--- config.mk ---
export PLATFORM = sky130hd
export DESIGN_NAME = proj_mux
export DESIGN_NICKNAME = d
export VERILOG_FILES = /design/src/rtl/proj_mux_pkg.sv /design/src/rtl/proj_mux_regs.sv /design/src/rtl/proj_mux.sv
export SDC_FILE = /design/constraint.sdc
export NUM_CORES = 1
export LEC_CHECK = 0
export ABC_AREA = 1
export CAP_MARGIN = 25
export CORE_AREA = 2 2 195 197
export CTS_CLUSTER_SIZE = 12
export DETAILED_ROUTE_END_ITERATION = 10
export DIE_AREA = 0 0 197 199
export GPL_TIMING_DRIVEN = 0
export PLACE_DENSITY = 0.54
export REMOVE_ABC_BUFFERS = 1
export SLEW_MARGIN = 40
export SYNTH_ARGS = -nofsm -noshare
export SYNTH_HDL_FRONTEND = slang
export SYNTH_HIERARCHICAL = 1
export SYNTH_SLANG_ARGS = --single-unit
export TNS_END_PERCENT = 1
--- constraint.sdc ---
create_clock -name wb_clk_i -period 4.5 [get_ports wb_clk_i]
set_input_delay 1.125 -clock wb_clk_i [delete_from_list [all_inputs] [get_ports wb_clk_i]]
set_output_delay 1.125 -clock wb_clk_i [all_outputs]
set_load 0.05 [all_outputs]
--- src/rtl/proj_mux_pkg.sv ---
// Shared types and register map for the multi-project pad multiplexer.
package proj_mux_pkg;

   typedef enum logic [1:0] {
      ST_OFF   = 2'd0,
      ST_RESET = 2'd1,
      ST_RUN   = 2'd2,
      ST_DRAIN = 2'd3
   } mux_state_t;

   localparam logic [31:0] CTRL_OFS   = 32'h0000_0000;
   localparam logic [31:0] STATUS_OFS = 32'h0000_0004;

   localparam int CTRL_EN_BIT      = 8;
   localparam int STATUS_STATE_LSB = 8;
   localparam int STATUS_BUSY_BIT  = 12;
   localparam int STATUS_ERR_BIT   = 16;

   // The whole low byte is the requested project, so out-of-range values are caught
   // even when their upper bits would be truncated by the select field width.
   function automatic logic sel_valid(input logic [7:0] req, input int num_proj);
      return int'(req) < num_proj;
   endfunction

endpackage

--- src/rtl/proj_mux_regs.sv ---
// Wishbone slave for the project mux: CTRL/STATUS decode, single-cycle acks,
// sticky selection error and the "request may have changed" pending flag.
module proj_mux_regs
   import proj_mux_pkg::*;
#(
   parameter int          NUM_PROJ  = 4,
   parameter logic [31:0] BASE_ADDR = 32'h3000_0000,
   parameter int          SEL_W     = $clog2(NUM_PROJ)
) (
   input  logic             wb_clk_i,
   input  logic             wb_rst_i,
   input  logic             wbs_stb_i,
   input  logic             wbs_cyc_i,
   input  logic             wbs_we_i,
   input  logic [3:0]       wbs_sel_i,
   input  logic [31:0]      wbs_dat_i,
   input  logic [31:0]      wbs_adr_i,
   output logic             wbs_ack_o,
   output logic [31:0]      wbs_dat_o,
   input  logic [SEL_W-1:0] cur_sel,
   input  mux_state_t       state,
   input  logic             busy,
   input  logic             pend_clr,
   output logic [SEL_W-1:0] ctrl_sel,
   output logic             ctrl_en,
   output logic             pending
);

   logic        req;
   logic        wr;
   logic        hit_ctrl;
   logic        hit_status;
   logic        sel_ok;
   logic        ctrl_wr;
   logic        err;
   logic [31:0] rdata;
   logic        unused_bits;

   // Masking with the current ack guarantees an idle cycle between back-to-back acks.
   assign req        = wbs_stb_i & wbs_cyc_i & ~wbs_ack_o;
   assign wr         = req & wbs_we_i & wbs_sel_i[0];
   assign hit_ctrl   = (wbs_adr_i == BASE_ADDR + CTRL_OFS);
   assign hit_status = (wbs_adr_i == BASE_ADDR + STATUS_OFS);
   assign sel_ok     = sel_valid(wbs_dat_i[7:0], NUM_PROJ);
   assign ctrl_wr    = wr & hit_ctrl & sel_ok;

   assign unused_bits = ^{wbs_sel_i[3:1], wbs_dat_i[31:17], wbs_dat_i[15:9]};

   always_comb begin
      rdata = '0;
      if (hit_ctrl) begin
         rdata[SEL_W-1:0]   = ctrl_sel;
         rdata[CTRL_EN_BIT] = ctrl_en;
      end else if (hit_status) begin
         rdata[SEL_W-1:0]                = cur_sel;
         rdata[STATUS_STATE_LSB +: 2]    = state;
         rdata[STATUS_BUSY_BIT]          = busy;
         rdata[STATUS_ERR_BIT]           = err;
      end
   end

   always_ff @(posedge wb_clk_i or posedge wb_rst_i) begin
      if (wb_rst_i) begin
         wbs_ack_o <= 1'b0;
         wbs_dat_o <= '0;
      end else begin
         wbs_ack_o <= req;
         wbs_dat_o <= (req && !wbs_we_i) ? rdata : '0;
      end
   end

   // A write landing on the same edge as a load must survive, so set beats clear.
   always_ff @(posedge wb_clk_i or posedge wb_rst_i) begin
      if (wb_rst_i) begin
         ctrl_sel <= '0;
         ctrl_en  <= 1'b0;
         err      <= 1'b0;
         pending  <= 1'b0;
      end else begin
         if (ctrl_wr) begin
            ctrl_sel <= wbs_dat_i[SEL_W-1:0];
            ctrl_en  <= wbs_dat_i[CTRL_EN_BIT];
         end
         if (wr && hit_ctrl && !sel_ok) begin
            err <= 1'b1;
         end else if (wr && hit_status && wbs_dat_i[STATUS_ERR_BIT]) begin
            err <= 1'b0;
         end
         if (ctrl_wr) begin
            pending <= 1'b1;
         end else if (pend_clr) begin
            pending <= 1'b0;
         end
      end
   end

endmodule

--- src/rtl/proj_mux.sv ---
// Multi-project host: connects one of NUM_PROJ wrapped designs to the user pads,
// sequencing every handover through drain and reset guard intervals.
module proj_mux
   import proj_mux_pkg::*;
#(
   parameter int          NUM_PROJ     = 4,
   parameter int          IO_W         = 38,
   parameter int          GUARD_CYCLES = 8,
   parameter logic [31:0] BASE_ADDR    = 32'h3000_0000,
   parameter int          SEL_W        = $clog2(NUM_PROJ)
) (
   input  logic                     wb_clk_i,
   input  logic                     wb_rst_i,
   input  logic                     wbs_stb_i,
   input  logic                     wbs_cyc_i,
   input  logic                     wbs_we_i,
   input  logic [3:0]               wbs_sel_i,
   input  logic [31:0]              wbs_dat_i,
   input  logic [31:0]              wbs_adr_i,
   output logic                     wbs_ack_o,
   output logic [31:0]              wbs_dat_o,
   input  logic [NUM_PROJ*IO_W-1:0] proj_io_out_i,
   input  logic [NUM_PROJ*IO_W-1:0] proj_io_oeb_i,
   output logic [NUM_PROJ-1:0]      proj_active_o,
   output logic [NUM_PROJ-1:0]      proj_rst_o,
   output logic [IO_W-1:0]          io_out,
   output logic [IO_W-1:0]          io_oeb,
   output logic                     busy_o
);

   localparam int CNT_W = $clog2(GUARD_CYCLES);

   mux_state_t          state;
   logic [CNT_W-1:0]    cnt;
   logic [SEL_W-1:0]    cur_sel;
   logic [SEL_W-1:0]    ctrl_sel;
   logic                ctrl_en;
   logic                pending;
   logic                cnt_done;
   logic                reconfig;
   logic                pend_clr;
   logic [IO_W-1:0]     run_out;
   logic [IO_W-1:0]     run_oeb;
   logic [NUM_PROJ-1:0] run_onehot;

   proj_mux_regs #(
      .NUM_PROJ  (NUM_PROJ),
      .BASE_ADDR (BASE_ADDR),
      .SEL_W     (SEL_W)
   ) u_regs (
      .wb_clk_i  (wb_clk_i),
      .wb_rst_i  (wb_rst_i),
      .wbs_stb_i (wbs_stb_i),
      .wbs_cyc_i (wbs_cyc_i),
      .wbs_we_i  (wbs_we_i),
      .wbs_sel_i (wbs_sel_i),
      .wbs_dat_i (wbs_dat_i),
      .wbs_adr_i (wbs_adr_i),
      .wbs_ack_o (wbs_ack_o),
      .wbs_dat_o (wbs_dat_o),
      .cur_sel   (cur_sel),
      .state     (state),
      .busy      (busy_o),
      .pend_clr  (pend_clr),
      .ctrl_sel  (ctrl_sel),
      .ctrl_en   (ctrl_en),
      .pending   (pending)
   );

   assign cnt_done = (cnt == CNT_W'(GUARD_CYCLES - 1));
   assign reconfig = !ctrl_en || (ctrl_sel != cur_sel);
   assign pend_clr = ((state == ST_DRAIN || state == ST_RESET) && cnt_done) ||
                     (state == ST_OFF && ctrl_en);

   always_comb begin
      run_out    = '0;
      run_oeb    = '1;
      run_onehot = '0;
      for (int k = 0; k < NUM_PROJ; k++) begin
         if (cur_sel == SEL_W'(k)) begin
            run_out       = proj_io_out_i[k*IO_W +: IO_W];
            run_oeb       = proj_io_oeb_i[k*IO_W +: IO_W];
            run_onehot[k] = 1'b1;
         end
      end
   end

   // Pads default to tristate every cycle and are only driven when the next state is
   // RUN, so leaving RUN blanks them on the very same edge.
   always_ff @(posedge wb_clk_i or posedge wb_rst_i) begin
      if (wb_rst_i) begin
         state         <= ST_OFF;
         cnt           <= '0;
         cur_sel       <= '0;
         io_out        <= '0;
         io_oeb        <= '1;
         proj_rst_o    <= '1;
         proj_active_o <= '0;
         busy_o        <= 1'b0;
      end else begin
         io_out        <= '0;
         io_oeb        <= '1;
         proj_rst_o    <= '1;
         proj_active_o <= '0;
         case (state)
            ST_OFF: begin
               if (ctrl_en) begin
                  state   <= ST_RESET;
                  cur_sel <= ctrl_sel;
                  cnt     <= '0;
                  busy_o  <= 1'b1;
               end
            end
            ST_RESET: begin
               if (cnt_done) begin
                  cnt <= '0;
                  if (pending && reconfig) begin
                     state <= ST_DRAIN;
                  end else begin
                     state         <= ST_RUN;
                     busy_o        <= 1'b0;
                     io_out        <= run_out;
                     io_oeb        <= run_oeb;
                     proj_rst_o    <= ~run_onehot;
                     proj_active_o <= run_onehot;
                  end
               end else begin
                  cnt <= cnt + 1'b1;
               end
            end
            ST_RUN: begin
               if (reconfig) begin
                  state  <= ST_DRAIN;
                  cnt    <= '0;
                  busy_o <= 1'b1;
               end else begin
                  io_out        <= run_out;
                  io_oeb        <= run_oeb;
                  proj_rst_o    <= ~run_onehot;
                  proj_active_o <= run_onehot;
               end
            end
            ST_DRAIN: begin
               if (cnt_done) begin
                  cnt <= '0;
                  if (ctrl_en) begin
                     state   <= ST_RESET;
                     cur_sel <= ctrl_sel;
                  end else begin
                     state  <= ST_OFF;
                     busy_o <= 1'b0;
                  end
               end else begin
                  cnt <= cnt + 1'b1;
               end
            end
            default: state <= ST_OFF;
         endcase
      end
   end

endmodule

# Yosys cells after proc, flatten, opt, wreduce, memory -nomap -nowiden
# Cells that the tools add are included.
[classes]
addsub = 1
n_mux = 63
div_mod_pow = 0
reduce_logical = 24
n_bitwise = 8
eq_ne = 16
n_lt_le_gt_ge = 1
multipliers = 0
shift = 0
[ops]
columns = ["cell", "count"]
rows = [
  ["38-bit 2-to-1 mux", 14],
  ["38-bit one-hot mux with 2 select lines", 2],
  ["32-bit by 30-bit equality test with 1-bit output (second input constant)", 2],
  ["4-bit 2-to-1 mux", 6],
  ["1-bit 2-to-1 mux", 22],
  ["2-bit 2-to-1 mux", 9],
  ["17-bit 2-to-1 mux", 1],
  ["4-bit one-hot mux with 2 select lines", 2],
  ["2-bit inequality test (second input constant)", 5],
  ["3-bit 2-to-1 mux", 3],
  ["3-bit one-hot mux with 3 select lines", 1],
  ["2-bit equality test (second input constant)", 4],
  ["1-bit logical AND", 8],
  ["8-bit by 3-bit less-than comparator with 1-bit output (second input constant)", 1],
  ["2-bit one-hot mux with 4 select lines", 1],
  ["1-bit AND", 6],
  ["6-bit AND reduction", 1],
  ["2-bit nonzero test", 3],
  ["2-bit by 1-bit equality test with 1-bit output (second input constant)", 2],
  ["2-bit logical NOT", 2],
  ["4-bit inverter", 1],
  ["1-bit one-hot mux with 4 select lines", 1],
  ["2-bit one-hot mux with 2 select lines", 1],
  ["2-bit AND reduction", 2],
  ["9 further kinds", 13],
]
[totals]
n_memories = 0
ramBits = 0
rom_bits = 0
inputBits = 377
register_bits = 130
word_cells = 127
latch_bits = 0

# Logic depth before layout (Yosys ltp)
[logic_depth]
depth_word = 8
mapped_depth = 11

# Cells and area by module
# The synthesis kept the hierarchy.
[by_module_without_submodules]
columns = ["module", "cells_each", "instances", "area_each_um2", "seq_area_each_um2"]
rows = [
  ["proj_mux", 835, 1, 5959.5, 2354.8],
  ["proj_mux_regs", 121, 1, 922.1, 300.3],
]

# Least setup slack after synthesis
# No wires, ideal clock.
[synth_timing]
path_kind = "input port to flip-flop"
from = "input port wbs_adr_i[15]"
to = "register u_regs.ctrl_en"
t_arrival_ps = 1854
t_required_ps = 4383
stages = 8
path_slack_ps = 2530
setup_ps = 117
n_path_buf = 0
path_cell_list = "nor2_1 > nand2_1 > nor2_4 > nand2_4 > nor2_8 > nand3_4 > nand2_1 > nand2_1"
[synth_via]
elab_chain_len = 3
[synth_lines]
columns = ["item", "line", "source"]
rows = [
  ["start: declaration", "proj_mux.sv:19", "input logic [31:0] wbs_adr_i,"],
  ["32-bit by 30-bit equality test with 1-bit output", "proj_mux_regs.sv:42", "assign hit_ctrl = (wbs_adr_i == BASE_ADDR + CTRL_OFS);"],
  ["1-bit AND (2 in a row)", "proj_mux_regs.sv:45", "assign ctrl_wr = wr & hit_ctrl & sel_ok;"],
  ["end signal: assignment", "proj_mux_regs.sv:82", "ctrl_en <= wbs_dat_i[CTRL_EN_BIT];"],
  ["end: declaration", "proj_mux_regs.sv:25", "output logic ctrl_en,"],
]
# Every way passes these cells.
# A chain may end at the register's enable or synchronous reset.

# Worst setup path after layout
[layout_timing]
from = "register io_oeb[26]"
to = "output port io_oeb[26]"
[layout_lines]
columns = ["item", "line", "source"]
rows = [
  ["start: declaration", "proj_mux.sv:27", "output logic [IO_W-1:0] io_oeb,"],
  ["start signal: assignment", "proj_mux.sv:123", "io_oeb <= run_oeb;"],
  ["start signal: assignment", "proj_mux.sv:138", "io_oeb <= run_oeb;"],
]
# No word-level cell between the ends.

==> reports/results.txt <==
CTS Buf Count - 9
Worst VDD drop - 0.136 mV
Remaining DRCs - 0
Sw frac - 23.7%
Multiplexer share of the synthesized area - 0%
Reg power frac - 42.4%
Area after DPL - 11700 µm²
Reg-to-reg slack, setup - 1.95 ns
Gr ovfl total - 0
Cell-internal power - 1.69 mW
CTS Sinks - 104
Startpoint Class - flip-flop
Skew final - 0.00841 ns
Synth Area in Adders - 1.09%
# Max-Cap Violations - 0
Die Area - 39200 µm²
P_leak - 4.76 nW
Final setup fails - 0
Rows - 71
Mapped cell area - 6880 µm²
Hold crit path type - flip-flop to flip-flop
Syn_area_per_cell - 7.20 µm²
Met2 routed WL - 15500 µm
P&R area growth vs syn - 74.2%
Synth warn - 6
Final instance area - 12000 µm²
CP bufs+invs - 1
CTS tree - yes
Worst Path Max Fanout - 1
Clock share of power - 37.4%
Final nets - 1734
Clk_lat worst skew - 0.35 ns
Final count of hold timing violations - 0
Unrepaired setup endpoints after global routing - no
Power per Cell Area - 184 nW/µm²
Arrival @ worst endpoint - 1.72 ns
Die Height - 199 µm
CP top delay family - buffers and inverters
Core area - 37100 µm²
Yosys reg bits - 104
Hold Crit Start - u_regs/wbs_ack_o$_DFF_PP0_
CP Capture Type - primary output
Post-CTS setup buffers - 0
Hold buffer count at CTS - 0
Critical path class - flip-flop to primary output
Synth top area share - 22.5%
Top Ports - 495
Worst r2r src - cur_sel[1]$_DFFE_PP0P_
Post-Synth Simple-Gate Area - 29.0%
IO Port Bufs - 443
Status - finished clean
Gpl congestion - 0.812
Register area share after synthesis - 38.6%
Post-Synthesis Cells - 956
Initial antenna violation count - 2
Max stage delay on crit path - 0.81 ns
Largest family of logic cells by synthesized area - simple AND/OR/NAND/NOR gates
CP Depth - 1
NetSw - 523 µW
Vias/cell - 4.30
# diodes - 0
WL per Instance - 16.5 µm
DRT met1 WL - 12800 µm
H-Tree Depth - 3
Gr usage total - 14.9%
RR Endpoint - io_oeb[9]$_DFF_PP1_
Xor-xnor portion of the synthesized cell area - 0%
Cell depth of the worst min-delay path - 1
Final Slew Violations - 0
Fraction of layout cells with a size suffix above 1 - 10.2%
CP max-delay cell - clkdlybuf4s50_1
Highest metal used - met4
Vias in the first global route - 7431
Starting DRT DRC Count - 351
CP Cell Sequence - clkdlybuf4s50_1
Initial Util - 18.5%
Longest Clk Path Bufs - 2
FF-to-FF path depth - 10
Final min period - 2.85 ns
Max Freq - 351 MHz
Clock Pin Slew Worst Setup and Hold Paths - 0.08 ns
Distinct cells, synth - 31
Routed Wire Length - 30200 µm
Post-CTS Resized - 0
Die Wd - 197 µm
Logic pwr share - 20.3%
Tot Pwr - 2.21 mW
Tcrit/Tclk final - 63.3%
Antenna-violating nets left - 0
Root buffer cell - clkbuf_16
Post-synth top area cell - dfrtp_1
Worst Hold End - u_regs/wbs_ack_o$_DFF_PP0_
Pre-Repair DR Iteration Count - 5
Met3 routed WL - 1450 µm
Ranking of synthesized cells by area - dfrtp_1 23%, dfstp_2 16%, nand2_1 14%
Compound-Gate Fraction of Synth Area - 19.5%
Worst rel slew slack - 48.8%
Largest net degree at the start of global routing - 77
Required time worst endpoint - 3.38 ns
Vias - 7863
HPWL Detailed - 22800 µm
Worst slew pin tran - 0.768 ns
First-pass GRT wire length - 44400 µm
-- layer usage --
metal | vias up | track usage, %
met1 | 3682 | 18.7
met5 | - | 0
met2 | 273 | 26.4
li1 | 3885 | -
met3 | 23 | 2.32
met4 | 0 | 4.01
-- registers in the layout, indices dropped and copies added (netlist names), 2 cells and up --
signal,cells
io_oeb,38
u_regs/ctrl_sel,2
cur_sel,2
proj_active_o,4
state,2
cnt,3
io_out,38
u_regs/wbs_dat_o,6
proj_rst_o,4
-- placed cells by master (no fill, tap or decap), types with 2 or more instances in the layout --
cell type        count
nor2_4               5
o211ai_1            39
dfrtp_4              2
dfstp_2             42
buf_8                4
nand2_1            252
nor2_2              45
clkbuf_16           11
nand2_2              5
o21ai_0            177
ha_4                 2
ha_1                 4
clkbuf_1             2
clkdlybuf4s50_1    443
conb_1              26
o21ai_1             27
inv_2                3
inv_1               57
a21oi_1              4
nand3_4              2
nand4_1              5
nand3_1             84
nand2_4              3
buf_12               4
nor2_1              35
inv_4                2
dfrtp_1             60
-- final cells by class --
cell class	instances	area (µm²)
clock buffer	14	297
clock inverter	1	7.51
fill	3962	25100
inverter	63	249
multi-input combinational	721	3580
sequential	104	2660
tap	474	593
timing repair buffer	452	4600
-- power by group through the flow --
stage | Clock [mW] | Sequential, mW | Combinational (mW)
5_1_grt | 0.918 | 0.937 | 0.482
4_1_cts | 0.880 | 0.937 | 0.453
2_1_floorplan | 0 | 0.955 | 0.115
3_3_place_gp | 0 | 0.953 | 0.444
3_5_place_dp | 0 | 0.954 | 0.451
6_report | 0.826 | 0.937 | 0.448
-- cells by family after synthesis --
logic type	after synthesis
flops	104
other cells	1
simple gates	441
buf+inv	156
compound gates	248
fa+ha+maj	6
-- worst max path at each step --
stage          slack (ns)               startpoint                      end
3_3_place_gp        -2.21   cur_sel[0]$_DFFE_PP0P_      io_oeb[9]$_DFF_PP1_
6_report             1.65     io_oeb[26]$_DFF_PP1_               io_oeb[26]
4_1_cts              1.60  proj_rst_o[0]$_DFF_PP1_            proj_rst_o[0]
5_1_grt              1.60  proj_rst_o[0]$_DFF_PP1_            proj_rst_o[0]
2_1_floorplan        0.94   cur_sel[0]$_DFFE_PP0P_      io_oeb[0]$_DFF_PP1_
3_5_place_dp         1.81   cur_sel[1]$_DFFE_PP0P_  proj_rst_o[1]$_DFF_PP1_
-- stage by stage --
stage | utilization [%] | setup WS [ns] | TNS [ns] | hold WS [ns] | instances
2_1_floorplan | - | 0.937 | 0 | 0.457 | 888
6_report | 32.3 | 1.65 | 0 | 0.466 | 1829
4_1_cts | 32.3 | 1.60 | 0 | 0.464 | 1829
3_3_place_gp | 30.8 | -2.21 | -207.78 | 0.459 | 1805
3_5_place_dp | 31.5 | 1.81 | 0 | 0.448 | 1814
5_1_grt | 32.3 | 1.60 | 0 | 0.483 | 1829
-- cells in the mapped netlist --
cell      number
nor2_2        45
nand3_2        1
nor3b_1        1
clkbuf_1      30
nand2_4        1
ha_1           6
nor2_4         4
inv_4          1
buf_6         10
nor2_8         1
o21ai_1       27
nor2_1        36
a21oi_1        4
buf_2         15
buf_4         34
o22ai_1        1
dfstp_2       42
conb_1         1
nand4_1        5
dfrtp_1       62
nand3_4        1
o211ai_1      39
nand2_1      253
inv_2          4
o21ai_0      177
nand2_2        7
clkbuf_2       3
nand3_1       85
buf_1          1
nor3_4         1
inv_1         58
Power figures use the tool's default switching activity.
